<file path="config.mk">
export PLATFORM = sky130hd
export DESIGN_NAME = pipeline_hazard_ctrl
export DESIGN_NICKNAME = d
export VERILOG_FILES = /design/src/rtl/pipeline_hazard_ctrl.sv
export SDC_FILE = /design/constraint.sdc
export NUM_CORES = 1
export LEC_CHECK = 0
export CAP_MARGIN = 20
export CORE_MARGIN = 2
export CORE_UTILIZATION = 31
export CTS_BUF_LIST = sky130_fd_sc_hd__clkbuf_16
export DETAILED_ROUTE_END_ITERATION = 8
export GPL_ROUTABILITY_DRIVEN = 1
export HOLD_SLACK_MARGIN = 0.02
export MAX_ROUTING_LAYER = met4
export PLACE_DENSITY_LB_ADDON = 0.1
export SETUP_SLACK_MARGIN = 0.05
export SLEW_MARGIN = 0
export SYNTH_ARGS = -nofsm -noshare
export SYNTH_HDL_FRONTEND = slang
export SYNTH_SLANG_ARGS = --single-unit
</file>
<file path="constraint.sdc">
create_clock -name clock -period 3.6 [get_ports clock]
set_input_delay 0.72 -clock clock [delete_from_list [all_inputs] [get_ports clock]]
set_output_delay 0.72 -clock clock [all_outputs]
set_load 0.005 [all_outputs]
</file>
<file path="src/rtl/pipeline_hazard_ctrl.sv">
// ============================================================================
// Module  : pipeline_hazard_ctrl
// Brief   : Stall/flush sequencer covering load-use, multdiv and taken-branch
//           hazards. Optional macro HAZARD_STATS_EN adds stall/flush counters.
// Rev     : 1.0
// ============================================================================
`default_nettype none

module pipeline_hazard_ctrl #(
  parameter int MD_TIMEOUT = 64,
  parameter int CNT_W      = 8
) (
  input  logic        clock,
  input  logic        reset,
  input  logic [31:0] fd_instruction,
  input  logic [31:0] de_instruction,
  input  logic        branch_taken_e,
  input  logic        md_ready,
  output logic        stall_pc,
  output logic        stall_fd,
  output logic        stall_de,
  output logic        bubble_de,
  output logic        bubble_em,
  output logic        flush_fd,
  output logic        md_start,
  output logic        md_busy,
  output logic        md_timeout
`ifdef HAZARD_STATS_EN
  ,
  output logic [31:0] stall_cycles,
  output logic [15:0] flush_count
`endif
);

  localparam logic [4:0] c_OP_RTYPE = 5'b00000;
  localparam logic [4:0] c_OP_LOAD  = 5'b01000;
  localparam logic [4:0] c_OP_SW    = 5'b00111;
  localparam logic [4:0] c_OP_BNE   = 5'b00010;
  localparam logic [4:0] c_OP_BLT   = 5'b00110;
  localparam logic [4:0] c_OP_JR    = 5'b00100;
  localparam logic [4:0] c_ALU_MUL  = 5'b00110;
  localparam logic [4:0] c_ALU_DIV  = 5'b00111;
  localparam logic [CNT_W-1:0] c_CNT_LAST = CNT_W'(MD_TIMEOUT - 1);

  typedef enum logic [1:0] {
    S_IDLE     = 2'd0,
    S_MD_WAIT  = 2'd1,
    S_MD_ABORT = 2'd2
  } state_t;

  state_t           r_state;
  state_t           w_next_state;
  logic [CNT_W-1:0] r_cnt;

  logic [4:0] w_fd_op, w_fd_rd, w_fd_rs, w_fd_rt;
  logic [4:0] w_de_op, w_de_rd, w_de_alu;
  logic       w_src_a_vld, w_src_b_vld;
  logic [4:0] w_src_a, w_src_b;
  logic       w_de_load, w_de_md, w_load_use;
  logic       w_unused_bits;

  assign w_fd_op  = fd_instruction[31:27];
  assign w_fd_rd  = fd_instruction[26:22];
  assign w_fd_rs  = fd_instruction[21:17];
  assign w_fd_rt  = fd_instruction[16:12];
  assign w_de_op  = de_instruction[31:27];
  assign w_de_rd  = de_instruction[26:22];
  assign w_de_alu = de_instruction[6:2];
  assign w_unused_bits = ^{fd_instruction[11:0], de_instruction[21:7], de_instruction[1:0]};

  // Which F/D fields are actually read as source registers depends on opcode
  always_comb begin
    w_src_a     = w_fd_rs;
    w_src_a_vld = 1'b1;
    w_src_b     = w_fd_rt;
    w_src_b_vld = 1'b0;
    case (w_fd_op)
      c_OP_RTYPE: w_src_b_vld = 1'b1;
      c_OP_SW, c_OP_BNE, c_OP_BLT: begin
        w_src_a     = w_fd_rd;
        w_src_b     = w_fd_rs;
        w_src_b_vld = 1'b1;
      end
      c_OP_JR: w_src_a = w_fd_rd;
      default: ;
    endcase
  end

  assign w_de_load  = (w_de_op == c_OP_LOAD);
  assign w_de_md    = (w_de_op == c_OP_RTYPE) &&
                      ((w_de_alu == c_ALU_MUL) || (w_de_alu == c_ALU_DIV));
  assign w_load_use = w_de_load && (w_de_rd != 5'd0) &&
                      ((w_src_a_vld && (w_src_a == w_de_rd)) ||
                       (w_src_b_vld && (w_src_b == w_de_rd)));

  always_ff @(posedge clock) begin
    if (reset) begin
      r_state <= S_IDLE;
      r_cnt   <= '0;
    end else begin
      r_state <= w_next_state;
      if (r_state == S_MD_WAIT) r_cnt <= r_cnt + 1'b1;
      else                      r_cnt <= '0;
    end
  end

  always_comb begin
    w_next_state = r_state;
    stall_pc     = 1'b0;
    stall_fd     = 1'b0;
    stall_de     = 1'b0;
    bubble_de    = 1'b0;
    bubble_em    = 1'b0;
    flush_fd     = 1'b0;
    md_start     = 1'b0;
    md_busy      = 1'b0;
    md_timeout   = 1'b0;
    if (!reset) begin
      case (r_state)
        S_IDLE: begin
          if (branch_taken_e) begin
            flush_fd  = 1'b1;
            bubble_de = 1'b1;
          end else begin
            if (w_de_md) begin
              md_start     = 1'b1;
              stall_pc     = 1'b1;
              stall_fd     = 1'b1;
              stall_de     = 1'b1;
              bubble_em    = 1'b1;
              w_next_state = S_MD_WAIT;
            end
            // D/E is held during a multdiv start, so no bubble is loaded into it
            if (w_load_use) begin
              stall_pc  = 1'b1;
              stall_fd  = 1'b1;
              bubble_de = !w_de_md;
            end
          end
        end
        S_MD_WAIT: begin
          md_busy = 1'b1;
          if (md_ready) begin
            w_next_state = S_IDLE;
          end else begin
            stall_pc  = 1'b1;
            stall_fd  = 1'b1;
            stall_de  = 1'b1;
            bubble_em = 1'b1;
            if (r_cnt == c_CNT_LAST) w_next_state = S_MD_ABORT;
          end
        end
        S_MD_ABORT: begin
          md_timeout   = 1'b1;
          w_next_state = S_IDLE;
        end
        default: w_next_state = S_IDLE;
      endcase
    end
  end

`ifdef HAZARD_STATS_EN
  always_ff @(posedge clock) begin
    if (reset) begin
      stall_cycles <= '0;
      flush_count  <= '0;
    end else begin
      if (stall_pc) stall_cycles <= stall_cycles + 32'd1;
      if (flush_fd) flush_count  <= flush_count + 16'd1;
    end
  end
`endif

endmodule

`default_nettype wire

</file>
==> impl_metrics.ini <==
[logic_synthesis]
postSynthAreaPerCell_sq_um = 7.74
yosysWarningCount = 0
postSynthCellCount = 114
synth_seq_cells = 10
ys_seq_area_share_pct = 22.7
ys.flop_type = dfxtp_1
synth_edf_count = 0
syn_area_sq_um = 882
syn_nets = 183
synth_cell_types = 38
synthArstFlopShare_pct = 0

[clocking]
cts_buffer_depth = 2
htree_levels = 1
cts_made_buffers = 3
cts_tree = done
post_cts_buffers = 0
cts.sinks = 10
clockRootBuffer = clkbuf_16
hold_buffers = 0
cts.clk_slew.worst_paths_ps = 40
worst_skew_pair.late_latency_ps = 240

[sta]
tightest_slew_ps = 363
layout_worst_path_cycle_share_pct = 96.3
fmax_ghz = 0.288
rsz0062_at_grt = yes
slew_violations = 0
setup_violations = 0
relSlewSlack_pct = 75.6
period_minus_slack_ps = 3470
final_hold_viol_count = 0
skew_ps = 3.02
setup_tns_ps = 0

[placed_design]
io_buffers = 46
gp_congestion = 0.811
dp_hpwl_mm = 2.13

[power_and_ir_drop]
cellPowerDensity_nw_per_um2 = 260
fin_total_pwr_mw = 0.419
seq_power_share_pct = 26.5
power_frac_clock_pct = 46.8
swShare_pct = 22.3
ir_drop_mv = 0.380
p_leak_nw = 0.732
p_int_mw = 0.326
combPwrFrac_pct = 26.6
p_switching_mw = 0.0937

[global_route]
grt_pass1_vias = 1041
overflow = 0
grt_pass1_wl_mm = 4.44
grt_use_met2_pct = 27.8
use_met3_pct = 4.31
grt_max_degree = 11
grt.met1_usage_pct = 22.7
antenna_found_initial = 0
top_usage_layer = met2
grt_usage_pct = 17.4

[die]
die_w_microns = 57.3
start_util_pct = 32.3
rows = 19
io_pins = 77
die-height_microns = 57.3
coreArea_sq_um = 2730
die-area_sq_um = 3290

[outcome]
outcome = finished clean

[setup_path]
crit_type = primary input to primary output
end_kind = primary output
crit_chain = clkdlybuf4s50_1 > xor2_1 > nor4_1 > o21ai_0 > a311oi_1 > a32o_2 > o21a_1 > clkdlybuf4s15_2
slowest_stage = clkdlybuf4s50_1
startpoint_type = primary input
worstPathRequired_ps = 2880
critPathMaxFanout = 4
cp.arrival_ps = 2750
crit_path_max_incr_delay_ps = 510

[route]
drc = 0
drtAntennaViolNets = 0
wl_per_cell_microns = 12.4
first_pass_iters = 4
drt_iter0_markers = 33
drt-total-wl_mm = 2.60
num_vias = 1068
vias_per_cell = 5.11

[final_layout]
area_growth_syn_to_layout_pct = 83.1
final_cell_mix = 38 x clkdlybuf4s50_1, 19 x buf_4, 13 x xor2_1, 12 x nor2_1
fin_nets = 248
final_common_cell = clkdlybuf4s50_1
drive_above_1_share_pct = 18.0
nFillCells = 260
n_antenna_cell = 0

[hold_path]
hold_path_class = flop to flop

[run]
cap_violations = 0
[path summary, 6_finish.rpt]
kind / start / endpoint / slack [ps] / cells past startpoint
hold reg to reg: r_cnt[0] / r_cnt[0] / 500 / 1
setup reg to reg: r_cnt[0] / r_state[1] / 2390 / 4
setup / recovery: de_instruction[22] / bubble_de / 130 / 8
hold / removal: r_cnt[0] / r_cnt[0] / 500 / 1
[cell families after synthesis]
logic type / synth area share (%)
and+or+nand+nor: 24.3
AOI/OAI and AO/OA: 24.1
xor gates and xnor gates: 16.9
buffers and inverters: 7.23
DFF: 22.7
muxes: 3.40
adders and majority gates: 1.42
[timing repair]
action	4_1_cts	5_1_grt
gates resized for setup	15	6
pin swaps	6	1
setup endpoints to repair	6	6
[power by group through the flow]
stage | clock, mW | sequential (mW) | combinational, mW
final | 0.196 | 0.111 | 0.112
after global routing | 0.204 | 0.111 | 0.122
after CTS | 0.200 | 0.111 | 0.112
after detailed placement | 0 | 0.113 | 0.110
after global placement | 0 | 0.113 | 0.108
after floorplan | 0 | 0.113 | 0.0384
[worst max-delay path: cells and delay by family]
kind / cells / cell delay (ps)
AOI/OAI and AO/OA: 4 / 760
and+or+nand+nor: 1 / 340
xor gates and xnor gates: 1 / 220
buffers and inverters: 2 / 710
[cell usage after synthesis, drive strengths merged, types with 3 or more instances]
master	count	share of area, %
a211oi	3	3.1
and3	3	2.1
clkbuf	3	1.3
dfxtp	10	23
inv	10	4.3
mux2i	3	3.4
nand2	3	1.3
nand3	6	3.4
nor2	12	5.1
nor2b	4	2.8
nor3	4	2.3
nor4	3	2.1
o21ai	4	2.3
o31ai	3	2.6
xnor2	4	4.0
xor2	13	13
[sequential cells by signal (all words and copies together) (netlist names)]
name,cells
r_cnt,8
r_state,2
[per-stage QoR]
| step | util [%] | cell area (sq um) | instances | setup WS (ps) | hold WS, ps |
|---|---|---|---|---|---|
| floorplan | - | 882 | 114 | 557 | 437 |
| global placement | 54.8 | 1500 | 205 | -383 | 456 |
| detailed placement | 54.8 | 1500 | 205 | -402 | 498 |
| CTS | 58.4 | 1600 | 209 | 41.4 | 508 |
| global route | 59.1 | 1620 | 209 | 20.2 | 517 |
| finish | 59.1 | 1620 | 209 | 134 | 497 |
[routing by layer]
layer	share of wire (%)	wire, microns
met1	46	1210
met2	45	1180
met3	7.6	197
met4	0.65	17
met5	0	0
[final cells by class]
| type | count | area, sq um | share of cell area (%) |
|---|---|---|---|
| sequential | 10 | 200 | 12.4 |
| timing repair buffer | 65 | 607 | 37.6 |
| inverter | 10 | 37.5 | 2.32 |
| clock buffer | 3 | 75.1 | 4.65 |
| multi-input combinational | 89 | 653 | 40.4 |
| clock inverter | 1 | 3.75 | 0.232 |
| tap | 31 | 38.8 | 2.40 |
Power figures use the tool's default switching activity.
